### src/rtl/sweep_datapath.sv
// Raster sweep datapath: saturating x/y counters, registered pixel stage,
// frame-completion pulse and frame counter. Optional macro: SWEEP_COLOUR_BAR_EN.
module sweep_datapath #(
  parameter int XMAX = 159,
  parameter int YMAX = 119,
  parameter int XW   = 8,
  parameter int YW   = 7
) (
  input  logic          clk,
  input  logic          resetb,
  input  logic          initx,
  input  logic          inity,
  input  logic          loadx,
  input  logic          loady,
  input  logic          plot,
  input  logic [2:0]    colour,
  output logic          xdone,
  output logic          ydone,
  output logic [XW-1:0] vga_x,
  output logic [YW-1:0] vga_y,
  output logic [2:0]    vga_colour,
  output logic          vga_plot,
  output logic          frame_done,
  output logic [7:0]    frame_count
);

  localparam logic [XW-1:0] XLAST = XW'(XMAX);
  localparam logic [YW-1:0] YLAST = YW'(YMAX);

  logic [XW-1:0] x;
  logic [YW-1:0] y;
  logic          armed;
  logic          last;
  logic [2:0]    pix_colour;

  assign xdone = (x == XLAST);
  assign ydone = (y == YLAST);
  assign last  = plot && xdone && ydone;

`ifdef SWEEP_COLOUR_BAR_EN
  assign pix_colour = x[4:2];
`else
  assign pix_colour = colour;
`endif

  always_ff @(posedge clk or negedge resetb) begin
    if (!resetb) begin
      x <= '0;
      y <= '0;
    end else begin
      if (initx)
        x <= '0;
      else if (loadx && !xdone)
        x <= x + 1'b1;
      if (inity)
        y <= '0;
      else if (loady && !ydone)
        y <= y + 1'b1;
    end
  end

  // Pixel fields only move on a real write so the last pixel stays visible.
  always_ff @(posedge clk or negedge resetb) begin
    if (!resetb) begin
      vga_x      <= '0;
      vga_y      <= '0;
      vga_colour <= '0;
      vga_plot   <= 1'b0;
    end else begin
      vga_plot <= plot;
      if (plot) begin
        vga_x      <= x;
        vga_y      <= y;
        vga_colour <= pix_colour;
      end
    end
  end

  // One pulse per stay at the last pixel; rearm once plot leaves it.
  always_ff @(posedge clk or negedge resetb) begin
    if (!resetb) begin
      frame_done  <= 1'b0;
      frame_count <= '0;
      armed       <= 1'b1;
    end else begin
      frame_done <= last && armed;
      armed      <= !last;
      if (last && armed)
        frame_count <= frame_count + 8'd1;
    end
  end

endmodule

### config.mk
export PLATFORM = sky130hd
export DESIGN_NAME = sweep_datapath
export DESIGN_NICKNAME = d
export VERILOG_FILES = /design/src/rtl/sweep_datapath.sv
export SDC_FILE = /design/constraint.sdc
export NUM_CORES = 1
export LEC_CHECK = 0
export CAP_MARGIN = 40
export CORE_ASPECT_RATIO = 0.5
export CORE_MARGIN = 2
export CORE_UTILIZATION = 40
export DETAILED_ROUTE_END_ITERATION = 10
export GPL_TIMING_DRIVEN = 0
export HOLD_SLACK_MARGIN = 0.06
export PLACE_DENSITY = 0.61
export SYNTH_ARGS = -nofsm -noshare
export SYNTH_HDL_FRONTEND = slang
export SYNTH_SLANG_ARGS = --single-unit
### constraint.sdc
create_clock -name clk -period 2.25 [get_ports clk]
set_input_delay 0.225 -clock clk [delete_from_list [all_inputs] [get_ports clk]]
set_output_delay 0.225 -clock clk [all_outputs]
set_load 0.02 [all_outputs]
# Word level (Yosys, flattened, before mapping)
# Index checks and enable logic that the tools add are counted.
[totals]
reg_bits = 44
in_bits = 10
output_inout_bits = 30
elab_cells = 28
[classes]
add_sub_neg = 3
eq_ne = 2
muxes = 4
reduce_logical = 10
[ops]
columns = ["op", "n"]
rows = [
  ["$add 8x1->8 const B", 2],
  ["$mux 8", 2],
  ["$mux 7", 2],
  ["$eq 8x8->1 const B", 1],
  ["$add 7x1->7 const B", 1],
  ["$eq 7x7->1 const B", 1],
  ["$logic_and 1x1->1", 5],
  ["$reduce_bool 2->1", 2],
  ["$logic_not 1->1", 3],
]

# Depth between registers and ports, before layout
# Gate-level depths: netlist of the first run.
[depth]
ltp_word = 5
mapped_depth = 5
mapped_depth_nobuf = 5

# Worst setup path after synthesis of the first run
# Ideal clock, no wire load.
[synth_timing]
path_kind = "flip-flop to flip-flop"
start = "register x[5]"
end = "register frame_count[1]"
setup_time_ps = 125
t_arrival_ps = 1721
required_ps = 2125
path_slack_ps = 405
stages_incl_launch_ff = 5
path_buffers = 1
synth_period_minus_slack_ps = 1845
cell_sequence = "dfrtp_1 -> or3b_1 -> clkbuf_2 -> nor4_4 -> mux2_2"
[synth_via]
elab_chain_len = 4
[synth_rtl]
columns = ["item", "line", "text"]
rows = [
  ["start, declared", "30", "logic [XW-1:0] x;"],
  ["start signal, assigned", "54", "x <= x + 1'b1;"],
  ["$eq 8x8->1", "36", "assign xdone = (x == XLAST);"],
  ["$logic_and 1x1->1 (2 in series)", "38", "assign last = plot && xdone && ydone;"],
  ["$logic_and 1x1->1", "88", "if (last && armed)"],
  ["end signal, assigned", "89", "frame_count <= frame_count + 8'd1;"],
  ["end, declared", "24", "output logic [7:0] frame_count"],
]
# Every way passes these cells.
# A chain may end at the register's enable or synchronous reset.

# Worst setup path after layout of the first run
[layout_timing]
start = "register x[0]"
end = "register frame_count[1]"
# Same word-level chain as after synthesis.

==> metrics, run 1 <==
status=complete, no violations; CTS root buffer=clkbuf_8; grt total ovfl=0; Synth area leaders=dfrtp_1, mux2_2, xor2_1; DRT iter0 DRCs=14; skew final=0.00516 ns; WL final=3.36 mm; sequential cell area fraction in the yosys report=0.591; crit path max fanout=9; Leakage=1.13 nW; clock sinks=44; CTS clock-pin slew for the worst setup and hold paths=0.08 ns; vias in the first global route=1204; post-synthesis register bit count=44; EDFF count, synth=0; RD Place Congestion=0.775; CTS tree=built; # DRC=0; worst vdd ir=313 uV; Clock Latency Late Sink=0.29 ns; Syn Nets=159; vias=1245; RSZ-0062 raised after global routing=no; Area Overhead vs Synth=31.8%; pwr dens=633 nW/um^2; Slew HR=0.606; Starting Density=0.419; Hold Violations, Final=0; top cell type by total area after synthesis=dfrtp_1; asr flop ratio synth=1.00; synth warn=0; initial antenna violation count=0; Inserted Clock Buffers=5; CP arrival=2.30 ns; Pre-Repair DR Iteration Count=3; Crit path required time=2.43 ns; CP Launch Type=flop; Final min period=2.11 ns; Slew Limit Fails=0; post-synthesis cell type count=26; die area=5260 sq um; Core Region=4450 sq um; fill count=397; worst slack at placement=-0.0291 ns; final worst setup slack=0.135 ns; predominant post-synthesis flop cell=dfrtp_1; crit share post-route=0.940; Nets=207; Synth top area share=0.577; I/O pins=40; Post-Synthesis Cells=146; Routed Antenna Nets=0; crit path cell chain=ha_1 > nand4_1 > buf_4 > nor4_4 > mux2_2; worst slew pin tran=0.587 ns; htree depth=2; crit-path max cell delay=0.58 ns; design area=2460 sq um; Die Y=52.3 um; Placed Area=2330 sq um; Total GRT Usage=0.147; max_cap viols=0; largest net degree at the start of global routing=35; first-pass GRT wire length=5.73 mm; synthesized area=1860 sq um; overall power=1.55 mW; CP endpoint kind=flop; worst setup path class=reg -> reg; Syn Area/Cell=12.8 sq um; post-DP HPWL=2.36 mm; wire per inst=13.3 um; Max Fclk=473 MHz; num rows=17; Finish-stage setup viols=0; HP Class=in -> reg; count leader, synth=dfrtp_1; Clock Path Buffers=2; synth cell count leaders=dfrtp_1, mux2_2, nor2_1; die width=101 um; final core utilization=0.553; Vias/cell=4.94; Critical Path Slowest Stage Cell=nor4_4; proportion of layout cells with a drive suffix above 1=0.169; Antenna Cells=0; PortBufs=38
worst max-delay path: cells and delay by family, from the launching register on:
kind / cells / cell delay, ns
AND/OR/NAND/NOR: 2 / 0.75
flip-flops: 1 / 0.42
multiplexers: 1 / 0.41
buffers and inverters: 1 / 0.22
adder cells (fa/ha/maj): 1 / 0.21
what timing repair did:
action,in CTS,in global routing
gates resized for setup,1,1
endpoints found under the setup margin,1,1
setup buffers,1,0
endpoints found under the hold margin,10,0
hold buffers,1,0
registers in the layout, summed over array words and instances (netlist names):
signal and count:
vga_plot 1, frame_done 1, vga_x 8, y 7
vga_colour 3, vga_y 7, x 8, armed 1
frame_count 8
report_power, final:
part	switching, mW	internal, mW
logic	0.0685	0.0681
clock network	0.259	0.329
registers	0.0161	0.813
total	0.344	1.21
routing by layer:
metal  track usage  up-vias  part of all wire
li1              -      618                 -
met1         0.197      603              0.48
met2         0.227       20              0.47
met3        0.0413        4             0.043
met4        0.0616        0             0.013
met5             0        -                 0
cell type report:
| class | count | area [sq um] | area share |
|---|---|---|---|
| Tap cell | 57 | 71.3 | 0.0290 |
| Buffer | 4 | 16.3 | 0.00662 |
| Clock buffer | 6 | 72.6 | 0.0295 |
| Multi-Input combinational cell | 98 | 746 | 0.303 |
| Clock inverter | 2 | 35.0 | 0.0143 |
| Timing Repair Buffer | 41 | 414 | 0.169 |
| Sequential cell | 44 | 1100 | 0.449 |
kinds of logic after synthesis:
logic type               after synthesis  synth area share
AND/OR/NAND/NOR                       44             0.134
XOR/XNOR                              16            0.0752
multiplexers                          21             0.126
flip-flops                            44             0.591
adder cells (fa/ha/maj)                3            0.0201
AO/OA/AOI/OAI                         14            0.0450
buffers and inverters                  4           0.00872
cell usage in the layout (no fill, tap or decap), types with 2 or more instances in the layout:
| cell | instances |
|---|---|
| dfrtp_1 | 43 |
| clkdlybuf4s50_1 | 35 |
| mux2_2 | 19 |
| nor2_1 | 14 |
| xor2_1 | 10 |
| nand4_1 | 7 |
| o21ai_0 | 6 |
| xnor2_1 | 6 |
| nand3_1 | 5 |
| clkbuf_8 | 5 |
| nand2_1 | 4 |
| and3_1 | 4 |
| o211ai_1 | 4 |
| clkbuf_1 | 3 |
| or3_1 | 3 |
| a21oi_1 | 3 |
| ha_1 | 3 |
| and4_1 | 2 |
| mux2i_1 | 2 |
metrics by stage:
step / cells / hold slack, ns / TNS (ns)
global placement: 241 / 0.462 / -10.57
CTS: 252 / 0.292 / 0
global route: 252 / 0.306 / 0
finish: 252 / 0.299 / 0
floorplan: 146 / -0.0706 / 0
detailed placement: 242 / 0.118 / -0.233
path summary, 6_finish.rpt:
path / cells after the start / to / start / slack, ns
setup reg to reg: 5 / frame_count[1]$_DFFE_PN0P_ / x[0]$_DFFE_PN0P_ / 0.14
min in group asynchronous: 2 / vga_x[2]$_DFFE_PN0P_ / resetb / 0.32
setup / recovery: 5 / frame_count[1]$_DFFE_PN0P_ / x[0]$_DFFE_PN0P_ / 0.14
hold / removal: 2 / x[7]$_DFFE_PN0P_ / initx / 0.30
hold reg to reg: 1 / frame_count[7]$_DFFE_PN0P_ / frame_count[7]$_DFFE_PN0P_ / 0.49
max in group asynchronous: 3 / armed$_DFF_PN1_ / resetb / 1.41
Power figures use the tool's default switching activity.
==> inputs of run 2 (changes only) <==
--- a/config.mk
+++ b/config.mk
@@ -12,7 +12,8 @@
 export DETAILED_ROUTE_END_ITERATION = 10
 export GPL_TIMING_DRIVEN = 0
 export HOLD_SLACK_MARGIN = 0.06
-export PLACE_DENSITY = 0.61
+export PLACE_DENSITY = 0.65
+export SETUP_SLACK_MARGIN = 0.02
 export SYNTH_ARGS = -nofsm -noshare
 export SYNTH_HDL_FRONTEND = slang
 export SYNTH_SLANG_ARGS = --single-unit
==> metrics, run 2 (synthesis gave the netlist of run 1 again) <==
crit path cell chain=or3b_1 > clkbuf_2 > nor4_4 > mux2_2; DRT iter0 DRCs=50; Max Fclk=486 MHz; # DRC=0; top flop regs=frame_count (8), vga_x (8), x (8); Critical Path Slowest Stage Cell=nor4_4; largest net degree at the start of global routing=24; HP Class=in -> reg; grt total ovfl=0; FF-to-FF path depth=4; crit share post-route=0.915; Crit path required time=2.43 ns; Seq pwr share=0.533; worst vdd ir=265 uV; Die Y=52.3 um; crit path max fanout=9; Slew Limit Fails=0; Hold Path Depth=2; Routed Antenna Nets=0; Inserted Clock Buffers=5; commonest cells after routing, fill and taps aside=dfrtp_1, clkdlybuf4s50_1, mux2_2; PortBufs=38; Placed Area=2340 sq um; worst slew pin tran=0.604 ns; multi-input logic area=746 sq um; skew final=0.00704 ns; Finish-stage setup viols=0; final core utilization=0.558; status=complete, no violations; CP endpoint kind=flop; Slew HR=0.597; Vias/cell=5.15; fill count=382; Nets=209; htree depth=2; RD Place Congestion=0.824; RR Startpoint=x[5]$_DFFE_PN0P_; WL final=3.49 mm; final hold slack=0.295 ns; sw frac=0.222; Placed Cells=242; CTS tree=built; I/O pins=40; final worst setup slack=0.191 ns; combinational share of power=0.090; CP arrival=2.24 ns; Clock Path Buffers=2; Total GRT Usage=0.145; vias in the first global route=1199; overall power=1.56 mW; crit-path max cell delay=0.56 ns; CTS clock-pin slew for the worst setup and hold paths=0.08 ns; commonest non-fill, non-tap cell in the layout=dfrtp_1; worst setup path class=reg -> reg; Clock power frac=0.378; Antenna Cells=0; die width=101 um; Psw=345 uW; post-DP HPWL=2.44 mm; Clock Latency Late Sink=0.29 ns; Leakage=1.14 nW; proportion of layout cells with a drive suffix above 1=0.178; initial antenna violation count=0; CTS root buffer=clkbuf_8; pwr dens=628 nW/um^2; clock sinks=44; Core Region=4450 sq um; first-pass GRT wire length=5.76 mm; RSZ-0062 raised after global routing=no; reg-to-reg endpoint=frame_count[1]$_DFFE_PN0P_; flop-to-flop setup slack=0.19 ns; Area Overhead vs Synth=33.0%; Pre-Repair DR Iteration Count=4; Final min period=2.06 ns; Sequential Area=1100 sq um; Starting Density=0.419; wire per inst=13.7 um; CP Launch Type=flop; die area=5260 sq um; Hold Violations, Final=0; num rows=17; final setup TNS=0 ns; design area=2480 sq um; max_cap viols=0; vias=1307; P_int=1.21 mW; worst slack at placement=-0.0770 ns; Hold Crit Endpoint=x[1]$_DFFE_PN0P_; hold wc startpoint=initx; final cell count without fillers=254
[run 2: layout make-up]
cell class,count,area share
multi-input combinational,98,0.301
sequential,44,0.445
timing repair buffer,43,0.176
clock inverter,2,0.0141
clock buffer,6,0.0293
buffer,4,0.00656
tap,57,0.0288
[run 2: critical path, delay by kind of cell (launching register included)]
family	cells	cell delay [ns]
buffers and inverters	1	0.18
and+or+nand+nor	2	0.94
muxes	1	0.39
DFF	1	0.43
[run 2: what timing repair did]
action                     in CTS  in global routing
buffers inserted                1                  2
gates resized for setup         1                  1
setup endpoints to repair       1                  1
gates cloned                    0                  0
hold buffers                    1                  0
hold endpoints to repair       21                  0
[run 2: how the worst max path moves through the flow]
stage / slack, ns / from / depth (start not counted) / to
after CTS: 0.04 / y[3]$_DFFE_PN0P_ / 3 / ydone
after global routing: 0.09 / x[5]$_DFFE_PN0P_ / 5 / frame_count[3]$_DFFE_PN0P_
after global placement: -0.21 / resetb / 1 / vga_y[2]$_DFFE_PN0P_
after floorplan: 0.40 / x[5]$_DFFE_PN0P_ / 4 / frame_count[1]$_DFFE_PN0P_
after detailed placement: -0.08 / plot / 4 / vga_x[0]$_DFFE_PN0P_
final: 0.19 / x[5]$_DFFE_PN0P_ / 4 / frame_count[1]$_DFFE_PN0P_
[run 2: power by group through the flow]
stage	clock, mW	combinational (mW)	sequential, mW
finish	0.588	0.139	0.830
floorplan	0	0.0414	0.863
detailed placement	0	0.141	0.846
CTS	0.601	0.143	0.830
global route	0.643	0.154	0.834
global placement	0	0.135	0.845
[run 2: per-layer routing]
layer | part of all wire | track usage
met1 | 0.48 | 0.200
met2 | 0.47 | 0.223
met3 | 0.041 | 0.0427
met4 | 0.0054 | 0.0479
met5 | 0 | 0
==> inputs of run 3 (changes only) <==
--- a/config.mk
+++ b/config.mk
@@ -9,6 +9,7 @@
 export CORE_ASPECT_RATIO = 0.5
 export CORE_MARGIN = 2
 export CORE_UTILIZATION = 40
+export CTS_CLUSTER_SIZE = 25
 export DETAILED_ROUTE_END_ITERATION = 10
 export GPL_TIMING_DRIVEN = 0
 export HOLD_SLACK_MARGIN = 0.06
==> results of run 3 <==
No change in the layout: final DEF, timing and power equal those of run 2.
==> RTL change 1: new RTL, config.mk and constraints of run 1 <==
Add a define of `SWEEP_COLOUR_BAR_EN`.
--- a/src/rtl/sweep_datapath.sv
+++ b/src/rtl/sweep_datapath.sv
@@ -1,5 +1,7 @@
 // Raster sweep datapath: saturating x/y counters, registered pixel stage,
 // frame-completion pulse and frame counter. Optional macro: SWEEP_COLOUR_BAR_EN.
+`define SWEEP_COLOUR_BAR_EN
+
 module sweep_datapath #(
   parameter int XMAX = 159,
   parameter int YMAX = 119,
Function: changed (Yosys sat finds a counterexample within 4 cycles, from zero or initial values and one cycle with resetb low).
==> RTL change 1 against run 1 <==
Synthesized area decreased by 0.60%; setup slack worse by 0.055 ns; core utilization shrank 1.4 points; sequential cell count is 3 lower; routed wire length down 1.3%; non-clock buffer count up 1; total power fell by 14%; design area down 3.0%.
==> RTL change 1: results (changes against run 1) <==
Run status: complete, no violations (unchanged)
Area of the multi-input gates: 761 sq um (was 746 sq um)
Clock Power: 0.000463 W (was 0.000589 W)
Total vias in the final route: 1247 (was 1245)
Clock skew: 0.00452 ns (was 0.00516 ns)
Nonclk inv count: 3 (was 0)
IR drop worst, VDD: 213 uV (was 313 uV)
Global router's overall resource usage: 14.1% (was 14.7%)
Multi-input logic cell count: 103 (was 98)
Clock-cell share of area: 3.62% (was 4.38%)
Commonest cells post-synth: sky130_fd_sc_hd__dfrtp_1 (40), sky130_fd_sc_hd__mux2_2 (16), sky130_fd_sc_hd__xor2_1 (15), sky130_fd_sc_hd__nor2_1 (13), sky130_fd_sc_hd__nand2_1 (8) (was sky130_fd_sc_hd__dfrtp_1 (43), sky130_fd_sc_hd__mux2_2 (19), sky130_fd_sc_hd__nor2_1 (14), sky130_fd_sc_hd__xor2_1 (10), sky130_fd_sc_hd__nand4_1 (7))
Layout clock buffer count: 7 (was 6)
Number of distinct library cells after synthesis: 30 (was 26)
Largest stage delay, worst path: 0.44 ns (was 0.58 ns)
Register area share after synthesis: 55.4% (was 59.1%)
Most area-consuming cells after synthesis: sky130_fd_sc_hd__dfrtp_1 (54%), sky130_fd_sc_hd__mux2_2 (9.7%), sky130_fd_sc_hd__xor2_1 (7.1%) (was sky130_fd_sc_hd__dfrtp_1 (58%), sky130_fd_sc_hd__mux2_2 (11%), sky130_fd_sc_hd__xor2_1 (4.7%))
Flop and latch count out of synthesis: 41 (was 44)
Combinational-cell power consumption: 0.000108 W (was 0.000137 W)
Fraction of layout cells with a size suffix above 1: 17.5% (was 16.9%)
Buffer share of cell area: 17.9% (was 17.5%)
Maximum number of pins on one net before global-route repair: 33 (was 35)
Routed wire per std cell: 12.9 um (was 13.3 um)
DP Cell Count: 249 (was 242)
Combinational group share of total power: 8.0% (was 8.8%)
Final std cells w/o fill: 257 (was 252)
Iteration count of the initial detailed-routing pass: 4 (was 3)
NumNets Final: 213 (was 207)
Met2 wirelength from detailed routing: 1480 um (was 1570 um)
First-pass GRT wire length: 5670 um (was 5730 um)
Iteration-0 DRC Markers: 15 (was 14)
Width of the die: 100 um (was 101 um)
Number of setup buffers added after CTS: 0 (was 1)
Compound-Gate Fraction of Synth Area: 4.52% (was 4.50%)
Number of global-route vias before repair: 1214 (was 1204)
Transition time at the pin with the least slew margin: 0.660 ns (was 0.587 ns)
Proportion of synthesized area in mux cells: 10.3% (was 12.6%)
Global-route met2 utilization: 20.7% (was 22.7%)
Placed wire-length estimate after detailed placement: 2430 um (was 2360 um)
[RTL change 1: logic make-up after synthesis]
| kind of cell | after synthesis |
|---|---|
| and+or+nand+nor | 53 |
| DFF | 41 |
| muxes | 17 |
| AOI/OAI and AO/OA | 15 |
| xor gates and xnor gates | 15 |
| buffers and inverters | 12 |
| adders and majority gates | 3 |
[RTL change 1: timing repair]
action | CTS | global route
hold endpoints to repair | 9 | 0
hold buffers | 1 | 0
resized for setup | 2 | 1
endpoints found under the setup margin | 2 | 1
[RTL change 1: path summary, 6_finish.rpt]
path                                   to  slack [ns]  cells past startpoint
min in group asynchronous            x[2]        0.34                      2
setup reg to reg           frame_count[1]        0.17                      6
hold / removal                       x[0]        0.32                      2
hold reg to reg            frame_count[7]        0.47                      1
setup / recovery                    xdone        0.08                      5
max in group asynchronous           armed        1.40                      3
[RTL change 1: worst max-delay path: cells and delay by family, from the launching register on]
| family | cells | cell delay [ns] |
|---|---|---|
| simple gates | 2 | 0.69 |
| buf+inv | 3 | 0.54 |
| flops | 1 | 0.43 |
==> RTL change 2: new RTL, config.mk and constraints of run 1 <==
Made on the original files. Register the output `frame_count` once more, without a reset; this adds one clock of latency there. The other outputs are not delayed to match.
--- a/src/rtl/sweep_datapath.sv
+++ b/src/rtl/sweep_datapath.sv
@@ -26,6 +26,8 @@
 
   localparam logic [XW-1:0] XLAST = XW'(XMAX);
   localparam logic [YW-1:0] YLAST = YW'(YMAX);
+
+  logic [7:0] frame_count_s0;
 
   logic [XW-1:0] x;
   logic [YW-1:0] y;
@@ -80,14 +82,18 @@
   always_ff @(posedge clk or negedge resetb) begin
     if (!resetb) begin
       frame_done  <= 1'b0;
-      frame_count <= '0;
+      frame_count_s0 <= '0;
       armed       <= 1'b1;
     end else begin
       frame_done <= last && armed;
       armed      <= !last;
       if (last && armed)
-        frame_count <= frame_count + 8'd1;
+        frame_count_s0 <= frame_count_s0 + 8'd1;
     end
+  end
+
+  always_ff @(posedge clk) begin
+    frame_count <= frame_count_s0;
   end
 
 endmodule
Check against the original RTL: same outputs for any inputs over 10 cycles, from zero or initial values and one cycle with resetb low; that may be too few to reach the edited logic, so the function may still have changed.
==> RTL change 2 against run 1 <==
First-iteration DRC count grew to 3.6 times the old value; sequential cell count grew 8; final cell count grew 8.7%; routed wire length grew 6.3%; synthesized area grew 8.5%; via count grew 4.7%; setup slack gained 0.072 ns; total power grew 6.9%; design area grew 7.2%; critical endpoint is now frame_count_s0[1]; largest cell class unchanged; largest power group unchanged.
==> RTL change 2: results (changes against run 1) <==
Run status: complete, no violations (unchanged)
Global router's overall resource usage: 14.0% (was 14.7%)
Synthesis Warnings: 0 (unchanged)
Terminating pin of the worst hold path: x[5] (was x[7])
Hold_sp: initx (unchanged)
Leakage Power: 1.20 nW (was 1.13 nW)
Compound-Gate Fraction of Synth Area: 3.65% (was 4.50%)
Worst skew pair latency: 0.31 ns (was 0.29 ns)
Antenna violations before repair: 0 (unchanged)
Register area share after synthesis: 62.4% (was 59.1%)
Proportion of synthesized area in mux cells: 11.6% (was 12.6%)
IR drop worst, VDD: 251 uV (was 313 uV)
Reg-to-reg critical path endpoint: frame_count_s0[1] (was frame_count[1])
Total vias in the final route: 1303 (was 1245)
R2R Setup Slk: 0.21 ns (was 0.14 ns)
Xor/xnor share of the synthesized area: 7.36% (was 7.52%)
First-pass GRT wire length: 5970 um (was 5730 um)
Syn Nets: 166 (was 159)
Placed wire-length estimate after detailed placement: 2510 um (was 2360 um)
Final weighted congestion in routability-driven placement: 0.746 (was 0.775)
Clock skew: 0.00442 ns (was 0.00516 ns)
Post-route worst hold slack: 0.265 ns (was 0.299 ns)
Max H-tree Level: 2 (unchanged)
Predominant post-synthesis flop cell: sky130_fd_sc_hd__dfrtp_1 (unchanged)
Worst hold path depth: 2 (unchanged)
NumNets Final: 216 (was 207)
Maximum number of pins on one net before global-route repair: 31 (was 35)
Worst Setup SP: x[0] (unchanged)
Root buffer selected by CTS: sky130_fd_sc_hd__clkbuf_8 (unchanged)
Data arrival, critical path: 2.25 ns (was 2.30 ns)
Number of global-route vias before repair: 1239 (was 1204)
Share of flip-flops with an asynchronous set or reset after synthesis: 84.6% (was 100%)
ANT cells: 0 (unchanged)
Most area-consuming cells after synthesis: sky130_fd_sc_hd__dfrtp_1 (53%), sky130_fd_sc_hd__mux2_2 (11%), sky130_fd_sc_hd__dfxtp_1 (7.9%) (was sky130_fd_sc_hd__dfrtp_1 (58%), sky130_fd_sc_hd__mux2_2 (11%), sky130_fd_sc_hd__xor2_1 (4.7%))
Iteration-0 DRC Markers: 50 (was 14)
Dpl cell area: 0.00250 sq mm (was 0.00233 sq mm)
Adder and majority cell fraction of the synthesized area: 1.86% (was 2.01%)
Total routed wirelength: 3570 um (was 3360 um)
Normalized max-slew margin: 60.9% (was 60.6%)
Number of distinct library cells after synthesis: 27 (was 26)
Commonest cells post-synth: sky130_fd_sc_hd__dfrtp_1 (43), sky130_fd_sc_hd__mux2_2 (19), sky130_fd_sc_hd__nor2_1 (15), sky130_fd_sc_hd__xor2_1 (10), sky130_fd_sc_hd__dfxtp_1 (8) (was sky130_fd_sc_hd__dfrtp_1 (43), sky130_fd_sc_hd__mux2_2 (19), sky130_fd_sc_hd__nor2_1 (14), sky130_fd_sc_hd__xor2_1 (10), sky130_fd_sc_hd__nand4_1 (7))
Iteration count of the initial detailed-routing pass: 4 (was 3)
Worst hold-check path type: input pin to flop (unchanged)
Clock-pin slew of the registers on the worst-case setup and hold paths: 0.10 ns (was 0.08 ns)
Fraction of layout cells with a size suffix above 1: 17.6% (was 16.9%)
[RTL change 2: cell type report]
cell class	count	area (sq um)
multi-input combinational	97	743
timing repair buffer	43	429
clock inverter	3	27.5
sequential	52	1260
tap	70	87.6
clock buffer	5	68.8
fill	458	2250
buffer	4	16.3
[RTL change 2: cells by family after synthesis]
group           after synthesis
flops                        52
simple gates                 44
mux                          21
xor+xnor                     17
compound gates               12
buf+inv                       4
fa+ha+maj                     3
[RTL change 2: repair_timing]
item	CTS	global route
hold buffers	1	0
buffers inserted	1	2
hold endpoints to repair	14	0
gates cloned	0	0
resized for setup	1	1
pin swaps	1	0
endpoints found under the setup margin	1	1
[RTL change 2: worst max-delay path, cell delays in order, from the launching register on]
cell and delay [ns]:
sky130_fd_sc_hd__dfrtp_1 0.44, sky130_fd_sc_hd__ha_1 0.22, sky130_fd_sc_hd__nand4_1 0.15, sky130_fd_sc_hd__buf_4 0.21, sky130_fd_sc_hd__nor4_4 0.53, sky130_fd_sc_hd__mux2_2 0.39
[RTL change 2: how the worst max path moves through the flow]
stage | slack [ns] | depth (start not counted) | to
2_1_floorplan | 0.40 | 4 | frame_count_s0[1]
3_3_place_gp | -0.24 | 1 | vga_y[0]
3_5_place_dp | -0.08 | 4 | vga_x[3]
4_1_cts | 0.03 | 3 | ydone
5_1_grt | 0.05 | 5 | frame_count_s0[1]
6_report | 0.21 | 5 | frame_count_s0[1]
[RTL change 2: report_power, final]
| part | switching (W) | internal (W) |
|---|---|---|
| sequential | 0.0000164 | 0.000955 |
| clock | 0.000325 | 0.000229 |
| combinational | 0.0000696 | 0.0000679 |
[RTL change 2: routing by layer]
| layer | vias to the layer above | track usage [%] | share of wire (%) |
|---|---|---|---|
| met3 | 6 | 4.40 | 3.4 |
| li1 | 648 | - | - |
| met2 | 16 | 23.2 | 45 |
| met1 | 633 | 18.3 | 50 |
| met5 | - | 0 | 0 |
| met4 | 0 | 4.05 | 1.2 |
[RTL change 2: through the flow]
| stage | utilization, % | setup slack, ns | instances |
|---|---|---|---|
| floorplan | - | 0.405 | 153 |
| global placement | 50.9 | -0.235 | 261 |
| detailed placement | 51.3 | -0.0783 | 262 |
| CTS | 53.6 | 0.0294 | 272 |
| global route | 53.9 | 0.0507 | 274 |
| finish | 53.9 | 0.207 | 274 |
